<file path="src/rtl/vga_timing_pkg.sv">
// Shared 640x480@60 raster constants and game-state encodings.
// Imported by the timing generator and the pixel-colour renderer.
package vga_timing_pkg;

    localparam int CNT_W = 10;

    localparam int VGA_CLK_DIV  = 2;
    localparam int VGA_H_ACTIVE = 640;
    localparam int VGA_H_FP     = 16;
    localparam int VGA_H_SYNC   = 96;
    localparam int VGA_H_BP     = 48;
    localparam int VGA_V_ACTIVE = 480;
    localparam int VGA_V_FP     = 10;
    localparam int VGA_V_SYNC   = 2;
    localparam int VGA_V_BP     = 33;
    localparam int VGA_PIPE_DLY = 1;

    localparam int VGA_H_TOTAL =
        VGA_H_ACTIVE + VGA_H_FP + VGA_H_SYNC + VGA_H_BP;
    localparam int VGA_V_TOTAL =
        VGA_V_ACTIVE + VGA_V_FP + VGA_V_SYNC + VGA_V_BP;

    function automatic logic [CNT_W-1:0] cnt10(input int v);
        return CNT_W'(v);
    endfunction

    localparam logic [CNT_W-1:0] VGA_HS_START =
        cnt10(VGA_H_ACTIVE + VGA_H_FP);
    localparam logic [CNT_W-1:0] VGA_HS_END =
        cnt10(VGA_H_ACTIVE + VGA_H_FP + VGA_H_SYNC);
    localparam logic [CNT_W-1:0] VGA_VS_START =
        cnt10(VGA_V_ACTIVE + VGA_V_FP);
    localparam logic [CNT_W-1:0] VGA_VS_END =
        cnt10(VGA_V_ACTIVE + VGA_V_FP + VGA_V_SYNC);

    typedef enum logic [1:0] {
        S_RUNNING   = 2'd0,
        S_GAME_OVER = 2'd1,
        S_WIN       = 2'd2
    } game_state_t;

endpackage

</file>
<file path="src/rtl/vga_sync_delay.sv">
// Enabled shift register that keeps {hs, vs, blank_n} in step
// with the renderer's colour pipeline.
module vga_sync_delay #(
    parameter int         DEPTH   = 1,
    parameter logic [2:0] RST_VAL = 3'b110
) (
    input  logic       clk,
    input  logic       rst,
    input  logic       en,
    input  logic [2:0] d,
    output logic [2:0] q
);

    generate
        if (DEPTH == 0) begin : g_wire
            logic unused_ctl;
            assign unused_ctl = ^{clk, rst, en};
            assign q = d;
        end else begin : g_pipe
            logic [2:0] stage [DEPTH];

            always_ff @(posedge clk or posedge rst) begin
                if (rst) begin
                    for (int i = 0; i < DEPTH; i++) begin
                        stage[i] <= RST_VAL;
                    end
                end else if (en) begin
                    stage[0] <= d;
                    for (int i = 1; i < DEPTH; i++) begin
                        stage[i] <= stage[i-1];
                    end
                end
            end

            assign q = stage[DEPTH-1];
        end
    endgenerate

endmodule

</file>
<file path="src/rtl/vga_timing_gen.sv">
// VGA raster timing: pixel strobe, scan coordinates, delayed
// sync/blank for the DAC and a vertical-blank frame tick.
module vga_timing_gen
    import vga_timing_pkg::*;
#(
    parameter int CLK_DIV  = VGA_CLK_DIV,
    parameter int H_ACTIVE = VGA_H_ACTIVE,
    parameter int H_FP     = VGA_H_FP,
    parameter int H_SYNC   = VGA_H_SYNC,
    parameter int H_BP     = VGA_H_BP,
    parameter int V_ACTIVE = VGA_V_ACTIVE,
    parameter int V_FP     = VGA_V_FP,
    parameter int V_SYNC   = VGA_V_SYNC,
    parameter int V_BP     = VGA_V_BP,
    parameter int PIPE_DLY = VGA_PIPE_DLY
) (
    input  logic       clk,
    input  logic       rst,
    output logic       pix_en,
    output logic [9:0] x,
    output logic [9:0] y,
    output logic       active_pixels,
    output logic       frame_tick,
    output logic       VGA_CLK,
    output logic       VGA_HS,
    output logic       VGA_VS,
    output logic       VGA_BLANK_N,
    output logic       VGA_SYNC_N
);

    localparam int DW = (CLK_DIV > 2) ? $clog2(CLK_DIV) : 1;
    localparam logic [DW-1:0] DIV_LAST = DW'(CLK_DIV - 1);
    localparam logic [DW-1:0] DIV_HALF = DW'(CLK_DIV / 2);

    localparam logic [9:0] H_LAST =
        cnt10(H_ACTIVE + H_FP + H_SYNC + H_BP - 1);
    localparam logic [9:0] V_LAST =
        cnt10(V_ACTIVE + V_FP + V_SYNC + V_BP - 1);
    localparam logic [9:0] H_VIS    = cnt10(H_ACTIVE);
    localparam logic [9:0] V_VIS    = cnt10(V_ACTIVE);
    localparam logic [9:0] V_TICK   = cnt10(V_ACTIVE - 1);
    localparam logic [9:0] HS_START = cnt10(H_ACTIVE + H_FP);
    localparam logic [9:0] HS_END   =
        cnt10(H_ACTIVE + H_FP + H_SYNC);
    localparam logic [9:0] VS_START = cnt10(V_ACTIVE + V_FP);
    localparam logic [9:0] VS_END   =
        cnt10(V_ACTIVE + V_FP + V_SYNC);

    logic [DW-1:0] div;
    logic [9:0]    h_cnt;
    logic [9:0]    v_cnt;
    logic          h_wrap;
    logic          v_wrap;
    logic          hs_raw;
    logic          vs_raw;
    logic [2:0]    sync_dly;

    always_ff @(posedge clk or posedge rst) begin
        if (rst) begin
            div     <= '0;
            pix_en  <= 1'b0;
            VGA_CLK <= 1'b0;
        end else begin
            div     <= (div == DIV_LAST) ? '0 : div + DW'(1);
            pix_en  <= (div == DIV_LAST);
            VGA_CLK <= (div >= DIV_HALF);
        end
    end

    assign h_wrap = (h_cnt == H_LAST);
    assign v_wrap = (v_cnt == V_LAST);

    // Vertical blank begins when the raster steps onto line V_ACTIVE.
    always_ff @(posedge clk or posedge rst) begin
        if (rst) begin
            h_cnt      <= '0;
            v_cnt      <= '0;
            frame_tick <= 1'b0;
        end else begin
            frame_tick <= pix_en && h_wrap && (v_cnt == V_TICK);
            if (pix_en) begin
                h_cnt <= h_wrap ? '0 : h_cnt + 10'd1;
                if (h_wrap) begin
                    v_cnt <= v_wrap ? '0 : v_cnt + 10'd1;
                end
            end
        end
    end

    assign x = h_cnt;
    assign y = v_cnt;

    assign active_pixels = (h_cnt < H_VIS) && (v_cnt < V_VIS);
    assign hs_raw = !((h_cnt >= HS_START) && (h_cnt < HS_END));
    assign vs_raw = !((v_cnt >= VS_START) && (v_cnt < VS_END));

    vga_sync_delay #(
        .DEPTH   (PIPE_DLY),
        .RST_VAL (3'b110)
    ) u_sync_delay (
        .clk (clk),
        .rst (rst),
        .en  (pix_en),
        .d   ({hs_raw, vs_raw, active_pixels}),
        .q   (sync_dly)
    );

    assign {VGA_HS, VGA_VS, VGA_BLANK_N} = sync_dly;
    assign VGA_SYNC_N = 1'b0;

endmodule

</file>
<file path="config.mk">
export PLATFORM = sky130hd
export DESIGN_NAME = vga_timing_gen
export DESIGN_NICKNAME = d
export VERILOG_FILES = /design/src/rtl/vga_timing_pkg.sv /design/src/rtl/vga_sync_delay.sv /design/src/rtl/vga_timing_gen.sv
export SDC_FILE = /design/constraint.sdc
export NUM_CORES = 1
export LEC_CHECK = 0
export CAP_MARGIN = 5
export CORE_MARGIN = 3
export CORE_UTILIZATION = 50
export DETAILED_ROUTE_END_ITERATION = 10
export PLACE_DENSITY = 0.76
export SLEW_MARGIN = 25
export SYNTH_ARGS = -nofsm -noshare
export SYNTH_HDL_FRONTEND = slang
export SYNTH_SLANG_ARGS = --single-unit
</file>
<file path="constraint.sdc">
create_clock -name clk -period 2.7 [get_ports clk]
set_input_delay 0.27 -clock clk [delete_from_list [all_inputs] [get_ports clk]]
set_output_delay 0.27 -clock clk [all_outputs]
set_load 0.1 [all_outputs]
</file>
# Yosys cells after proc, flatten, opt, wreduce, memory -nomap -nowiden
# Index checks and enable logic that the tools add are counted.
op_classes:
  n_addsub: 3
  n_lt_le_gt_ge: 7
  muxes: 3
  eq_ne: 3
  reduce_logical: 8
ops:
  columns: ["op", "count"]
  rows:
  - ["$add A10 B1 Y10 const B", 2]
  - ["$eq A10 B10 Y1 const B", 2]
  - ["$lt A10 B10 Y1 const B", 2]
  - ["$lt A10 B9 Y1 const B", 2]
  - ["$mux W10", 2]
  - ["$eq A10 B9 Y1 const B", 1]
  - ["$ge A10 B10 Y1 const B", 1]
  - ["$ge A10 B9 Y1 const B", 1]
  - ["$logic_and A1 B1 Y1", 5]
  - ["$logic_not A1 Y1", 2]
  - ["$reduce_and A2 Y1", 1]
  - ["$add A1 B1 Y1 const B", 1]
  - ["$ge A1 B1 Y1 const B", 1]
  - ["$mux W1", 1]
word_totals:
  output_inout_bits: 28
  regBits: 27
  wordCells: 31

# Logic depth before layout (Yosys ltp)
# Gate-level depths: netlist of the first run.
depth:
  word_depth: 3
  ltp_mapped: 5

# Modules after synthesis
# Synthesis of the first run repeated with hierarchy kept, for this count alone.
hier_totals:
  hier_cells: 134
  hier_area_um2: 1352.5
by_module_without_submodules:
  columns: ["mod", "n_inst", "seq_area_each_um2", "area_each_um2", "cells_per_inst"]
  rows:
  - ["vga_timing_gen", 1, 575.6, 1237.4, 127]
  - ["vga_sync_delay", 1, 77.6, 115.1, 7]

# Worst setup path before layout of the first run
# OpenSTA, ideal clock, no wires.
synth_path:
  path_type: "reg-to-reg"
  from: "register v_cnt[5], in the netlist y[5]"
  to: "register u_sync_delay.g_pipe.stage (netlist bit u_sync_delay.q[0])"
  t_arrival_ns: 2.233
  setup_time_ns: 0.126
  path_slack_ns: 0.341
  path_stages_with_launch: 4
  path_buffers: 0
  cell_sequence: "dfrtp_1 -> nand4_1 -> and3_1 -> mux2_2"
synth_between:
  elab_chain_len: 2
synth_lines:
  columns: ["item", "line", "rtl"]
  rows:
  - ["start, declared", "vga_timing_gen.sv:51", "logic [9:0] v_cnt;"]
  - ["start signal, assigned", "vga_timing_gen.sv:84", "v_cnt <= v_wrap ? '0 : v_cnt + 10'd1;"]
  - ["$lt A10 B9 Y1", "vga_timing_gen.sv:93", "assign active_pixels = (h_cnt < H_VIS) && (v_cnt < V_VIS);"]
  - ["$logic_and A1 B1 Y1", "vga_timing_gen.sv:93", null]
  - ["via active_pixels", "vga_timing_gen.sv:22", "output logic active_pixels,"]
  - ["end signal, assigned by index", "vga_sync_delay.sv:30", "stage[i] <= stage[i-1];"]
  - ["end, declared", "vga_sync_delay.sv:20", "logic [2:0] stage [DEPTH];"]
# The timed path passes the listed nets, and every way through them passes these cells.
# A chain may end at the register's enable or synchronous reset.

==> summary.md, run 1 <==
| Metric | Value |
|---|---|
| Outcome | `completed` |
| Clk sink count | `26` |
| Post CTS Setup Buffer Count | `0` |
| Seq. cell area | `653 um2` |
| Commonest non-fill, non-tap cell in the layout | `buf_4` |
| Final setup vio count | `0` |
| Synthesized cell area | `0.00134 mm2` |
| Core Area | `0.00252 mm2` |
| Warnings from Yosys | `0` |
| Final core utilization | `63.6%` |
| Clock buffer depth | `2` |
| Cells after DPL | `180` |
| Clk Latency, worst-skew pair | `0.32 ns` |
| Hold_buf cts | `0` |
| Port-buffer cells | `28` |
| CTS buffer count | `3` |
| Leak pwr | `0.763 nW` |
| Crit-path max cell delay | `0.63 ns` |
| Routed Antenna Nets | `0` |
| Largest net degree at the start of global routing | `19` |
| Worst r2r src | `VGA_CLK` |
| CTS Root Cell | `clkbuf_4` |
| Initial Util | `53.2%` |
| Slew margin rel. | `52.9%` |
| Period minus WS final | `1.78 ns` |
| First DRT Iteration DRCs | `27` |
| Total track usage | `17.7%` |
| Max Slew Vio Count | `0` |
| Vias | `1045` |
| Seq/Total Area, Yosys | `48.7%` |
| Wirelength per Cell | `15.0 um` |
| Least-Margin Pin Slew | `0.705 ns` |
| CP Launch Type | `register` |
| Clock skew | `0.00190 ns` |
| Worst-path cell chain | `and4_1 > and4_4 > nand2_2 > o31ai_1` |
| Area grow syn2layout | `19.7%` |
| Crit end category | `register` |
| Global-route wire length before repair | `4.57 mm` |
| Remaining DRCs | `0` |
| Fin. Hold Viols | `0` |
| Distinct cell type count after synthesis | `39` |
| Largest cells by area after synthesis | `dfrtp_1, xnor2_1, dfstp_2` |
| Layout Cells excl Fill | `184` |
| Post-route clock period utilization | `65.8%` |
| CP startpoint | `VGA_CLK` |
| Die width | `57.8 um` |
| Crit-path max FO | `13` |
| Vias in the first global route | `964` |
| PwrDens | `379 mW/mm2` |
| Setup TNS | `0 ns` |
| Die area | `0.00334 mm2` |
| Total Wirelength | `2.76 mm` |
| Antenna fix cells | `0` |
| CTS tree | `built` |
| Initial antenna violation count | `0` |
| Avg Inst Size Synth | `10.7 um2` |
| Arrival time worst endpoint | `2.02 ns` |
| Post-synth top area share | `44.8%` |
| Yosys top cell by area | `dfrtp_1` |
| CTS clock-pin slew for the worst setup and hold paths | `0.14 ns` |
| Routed vias/inst | `5.68` |
| PostCTS Resize Cnt | `0` |
| Synth Register Bits | `26` |
| # IOs | `30` |
| Layout cells sized above 1 | `29.2%` |
| Number of max-cap violations | `0` |
| Final Cell Area | `0.00161 mm2` |
| Mapped Nets | `131` |
| Multi-input logic area | `632 um2` |
| Critical path type | `register to register` |
| WP data required | `2.94 ns` |
| Die Y-Extent | `57.8 um` |
| Commonest non-fill, non-tap cells in the layout | `buf_4, dfrtp_1, nor2_1` |
| HP Class | `input pin to asynchronous set/reset pin` |
| Slowest cell on the critical path | `dfrtp_1` |
| RSZ-0062 raised after global routing | `no` |
| Placed cell area | `0.00157 mm2` |
| Total congestion overflow | `0` |
| VDD IR max | `0.324 mV` |
| Placer Congestion | `0.864` |
| Final net count | `161` |
| FMAX | `0.563 GHz` |
| DRT Pass-1 Iters | `4` |
| H-Tree Depth | `1` |
| Rows | `18` |
| Cells after synthesis | `125` |
| DPL Wire Length | `2.00 mm` |
| # fillers | `213` |
## layout make-up
| cell class | count | share of cell area [%] |
|---|---|---|
| sequential | 26 | 40.7 |
| multi-input combinational | 88 | 39.4 |
| timing repair buffer | 29 | 13.7 |
| tap | 30 | 2.34 |
| clock buffer | 4 | 2.26 |
| inverter | 7 | 1.64 |
## path summary, 6_finish.rpt
path                                      to  slack [ns]  cells past startpoint
min in group clk                     VGA_CLK        0.39                      0
max in group asynchronous  u_sync_delay.q[2]        1.69                      3
max reg2reg                             y[3]        0.92                      4
max                                     y[3]        0.92                      4
min                                     y[2]        0.33                      2
min reg2reg                          VGA_CLK        0.39                      0
## power by group
part	total (W)	internal, W	switching (W)	leakage [nW]
clock	0.000202	0.0000825	0.000120	0.0210
combinational	0.0000161	0.00000227	0.0000139	0.405
sequential	0.000390	0.000390	0	0.337
total	0.000608	0.000474	0.000134	0.763
## registers in the layout (all words and copies together), names as in the netlist
register / flops
x: 10
u_sync_delay.q: 3
div: 1
VGA_CLK: 1
frame_tick: 1
y: 10
## per-layer routing
| layer | share of wire, % | wire (um) | GRT usage (%) | vias up |
|---|---|---|---|---|
| li1 | - | - | - | 497 |
| met1 | 45 | 1240 | 25.1 | 513 |
| met2 | 47 | 1300 | 27.1 | 31 |
| met3 | 6.2 | 172 | 2.23 | 4 |
| met4 | 1.7 | 47 | 7.95 | 0 |
| met5 | 0 | 0 | 0 | - |
## synthesized netlist by cell type
library cell   n
a21oi_1        2
a21oi_2        1
a22o_1         1
a22oi_1        1
a31oi_1        1
a31oi_2        2
and2_1         3
and3_1         5
and3_2         3
and4_1         2
and4_4         1
buf_4          2
buf_6          1
clkbuf_1       1
conb_1         1
dfrtp_1       24
dfstp_2        2
ha_1           4
inv_1          7
mux2_2         1
mux2i_1        2
nand2_1        8
nand2_2        1
nand2b_1       3
nand3_1        2
nand4_1        7
nand4_4        1
nor2_1         9
nor2b_1        1
nor3_1         2
nor4_1         2
nor4b_1        2
nor4b_4        1
o21ai_0        4
o21ai_1        1
o31a_1         1
o31ai_1        2
xnor2_1        7
xor2_1         4
## worst max-delay path: cells and delay by family (launching register included)
kind / cells / cell delay [ns]
and+or+nand+nor: 3 / 0.83
AOI/OAI and AO/OA: 1 / 0.23
DFF: 1 / 0.63
## cell families after synthesis
family,synth area share [%]
AO/OA/AOI/OAI,8.58
XOR/XNOR,7.18
adder cells (fa/ha/maj),3.73
buffers and inverters,4.20
flip-flops,48.7
multiplexers,2.33
other,0.280
AND/OR/NAND/NOR,25.0
## per-stage QoR
step | total power [W] | worst slack (ns) | hold slack, ns
2_1_floorplan | 0.000410 | 0.341 | 0.309
6_report | 0.000608 | 0.923 | 0.331
3_3_place_gp | 0.000413 | 1.04 | 0.361
3_5_place_dp | 0.000414 | 0.973 | 0.369
5_1_grt | 0.000626 | 0.785 | 0.370
4_1_cts | 0.000611 | 0.926 | 0.352
Power figures use the tool's default switching activity.
==> run 2, diff against run 1 <==
CORE_UTILIZATION = 49   (was 50)
PLACE_DENSITY = 0.75   (was 0.76)
clock period = 1.8 ns   (was 2.7 ns; I/O delays follow)
==> summary.md, run 2 (synthesis results as in run 1) <==
| Metric | Value |
|---|---|
| Setup WS pre-CTS | `0.112 ns (was 0.973 ns)` |
| Initial antenna violation count | `0 (unchanged)` |
| Wirelength per Cell | `14.7 um (was 15.0 um)` |
| Core Area | `0.00254 mm2 (was 0.00252 mm2)` |
| Max Slew Vio Count | `0 (unchanged)` |
| FF-to-FF setup slack | `0.09 ns (was 0.92 ns)` |
| Setup TNS | `0 ns (unchanged)` |
| WP data required | `2.03 ns (was 2.94 ns)` |
| Placer Congestion | `0.819 (was 0.864)` |
| Total Power | `0.000909 W (was 0.000608 W)` |
| Commonest non-fill, non-tap cells in the layout | `buf_4, dfrtp_2, nor2_1 (was buf_4, dfrtp_1, nor2_1)` |
| Crit path to | `y[3] (unchanged)` |
| Port-buffer cells | `28 (unchanged)` |
| Slowest cell on the critical path | `dfrtp_2 (was dfrtp_1)` |
| Clock buffer depth | `2 (unchanged)` |
| Arrival time worst endpoint | `1.95 ns (was 2.02 ns)` |
| FMAX | `0.583 GHz (was 0.563 GHz)` |
| Commonest non-fill, non-tap cell in the layout | `buf_4 (unchanged)` |
| Largest net degree at the start of global routing | `27 (was 19)` |
| Hold_buf cts | `0 (unchanged)` |
| Cells on worst reg2reg path | `4 (unchanged)` |
| Final net count | `162 (was 161)` |
| CTS tree | `built (unchanged)` |
| First DRT Iteration DRCs | `26 (was 27)` |
| Total track usage | `17.7% (about the same)` |
| Vias in the first global route | `988 (was 964)` |
| Global-route wire length before repair | `4.68 mm (was 4.57 mm)` |
| PwrDens | `526 mW/mm2 (was 379 mW/mm2)` |
| H-Tree Depth | `1 (unchanged)` |
| DRT Pass-1 Iters | `4 (unchanged)` |
| Post CTS Setup Buffer Count | `0 (unchanged)` |
| Multi-input logic area | `633 um2 (was 632 um2)` |
| Number of max-cap violations | `0 (unchanged)` |
| # IOs | `30 (unchanged)` |
| Rows | `18 (unchanged)` |
| Die width | `58.3 um (was 57.8 um)` |
| CTS buffer count | `3 (unchanged)` |
| CP Launch Type | `register (unchanged)` |
| Worst r2r src | `x[5] (was VGA_CLK)` |
| Routed vias/inst | `5.61 (was 5.68)` |
| Area grow syn2layout | `28.8% (was 19.7%)` |
| VDD IR max | `0.451 mV (was 0.324 mV)` |
| Initial Util | `52.7% (was 53.2%)` |
| CP top delay family | `simple AND/OR/NAND/NOR gates (unchanged)` |
| CP startpoint | `x[5] (was VGA_CLK)` |
| Clock skew | `0.00918 ns (was 0.00190 ns)` |
| Crit-path max cell delay | `0.51 ns (was 0.63 ns)` |
| Period minus WS final | `1.71 ns (was 1.78 ns)` |
| CTS clock-pin slew for the worst setup and hold paths | `0.15 ns (was 0.14 ns)` |
| Crit-path max FO | `13 (unchanged)` |
| Fin. Hold Viols | `0 (unchanged)` |
| Die area | `0.00340 mm2 (was 0.00334 mm2)` |
| FF-to-FF End | `y[3] (unchanged)` |
| Post-route clock period utilization | `95.2% (was 65.8%)` |
| Final setup vio count | `0 (unchanged)` |
| Die Y-Extent | `58.3 um (was 57.8 um)` |
| Clk Latency, worst-skew pair | `0.33 ns (was 0.32 ns)` |
| RSZ-0062 raised after global routing | `no (unchanged)` |
| Critical path type | `register to register (unchanged)` |
| PnR worst setup slack | `0.0855 ns (was 0.923 ns)` |
| PostCTS Resize Cnt | `0 (unchanged)` |
| Worst path bufs/invs | `0 (unchanged)` |
| Antenna fix cells | `0 (unchanged)` |
| # fillers | `208 (was 213)` |
| Clk sink count | `26 (unchanged)` |
| Outcome | `completed (unchanged)` |
| Total Wirelength | `2.72 mm (was 2.76 mm)` |
| Seq. cell area | `679 um2 (was 653 um2)` |
| Crit end category | `register (unchanged)` |
| Leak pwr | `0.767 nW (was 0.763 nW)` |
| Crit path depth | `4 (unchanged)` |
| Worst-path cell chain | `nor4b_4 > and4_4 > nand2_2 > o31ai_1 (was and4_1 > and4_4 > nand2_2 > o31ai_1)` |
| Total congestion overflow | `0 (unchanged)` |
| Layout cells sized above 1 | `43.9% (was 29.2%)` |
| HP Class | `input pin to asynchronous set/reset pin (unchanged)` |
| DPL Wire Length | `1.99 mm (was 2.00 mm)` |
| CTS Root Cell | `clkbuf_4 (unchanged)` |
| Vias | `1037 (was 1045)` |
| Routed Antenna Nets | `0 (unchanged)` |
| Remaining DRCs | `0 (unchanged)` |
-- run 2: cell count changes in the layout (fill, tap and decap cells not counted), sizes merged --
cell  previous run  this run
buf             28        29
-- run 2: layer usage --
| layer | global-route usage, % | routed length [um] |
|---|---|---|
| met5 | 0 | 0 |
| met2 | 26.8 | 1330 |
| met3 | 3.29 | 119 |
| met1 | 25.6 | 1230 |
| met4 | 5.96 | 44 |
-- run 2: worst min path at each step --
stage	start	to	slack, ns	cells after the start
after floorplan	rst	div	0.22	1
after global placement	div	VGA_CLK	0.36	0
after detailed placement	div	VGA_CLK	0.37	0
after CTS	rst	y[2]	0.19	3
after global routing	rst	div	0.23	3
final	rst	y[2]	0.18	3
-- run 2: layout make-up --
type                            count  share of cell area (%)
Tap cell                           30                    2.17
Sequential cell                    26                    39.3
Timing Repair Buffer               30                    18.2
Inverter                            7                    1.52
Multi-Input combinational cell     88                    36.6
Clock buffer                        4                    2.10
-- run 2: per-stage QoR --
step | hold slack [ns] | instances | cell area (um2) | util [%]
2_1_floorplan | 0.217 | 125 | 1370 | -
3_3_place_gp | 0.361 | 181 | 1690 | 66.5
3_5_place_dp | 0.368 | 181 | 1690 | 66.5
4_1_cts | 0.189 | 185 | 1730 | 67.9
5_1_grt | 0.229 | 185 | 1730 | 67.9
6_report | 0.177 | 185 | 1730 | 67.9
-- run 2: worst min-delay path: stages --
cell and delay, ns:
clkdlybuf4s50_1 0.39, inv_1 0.05, buf_4 0.30
-- run 2: report_power, final --
part / leakage [nW] / switching, W / internal [W]
registers: 0.304 / 0 / 0.000584
logic: 0.441 / 0.0000201 / 0.00000348
clock network: 0.0210 / 0.000177 / 0.000124
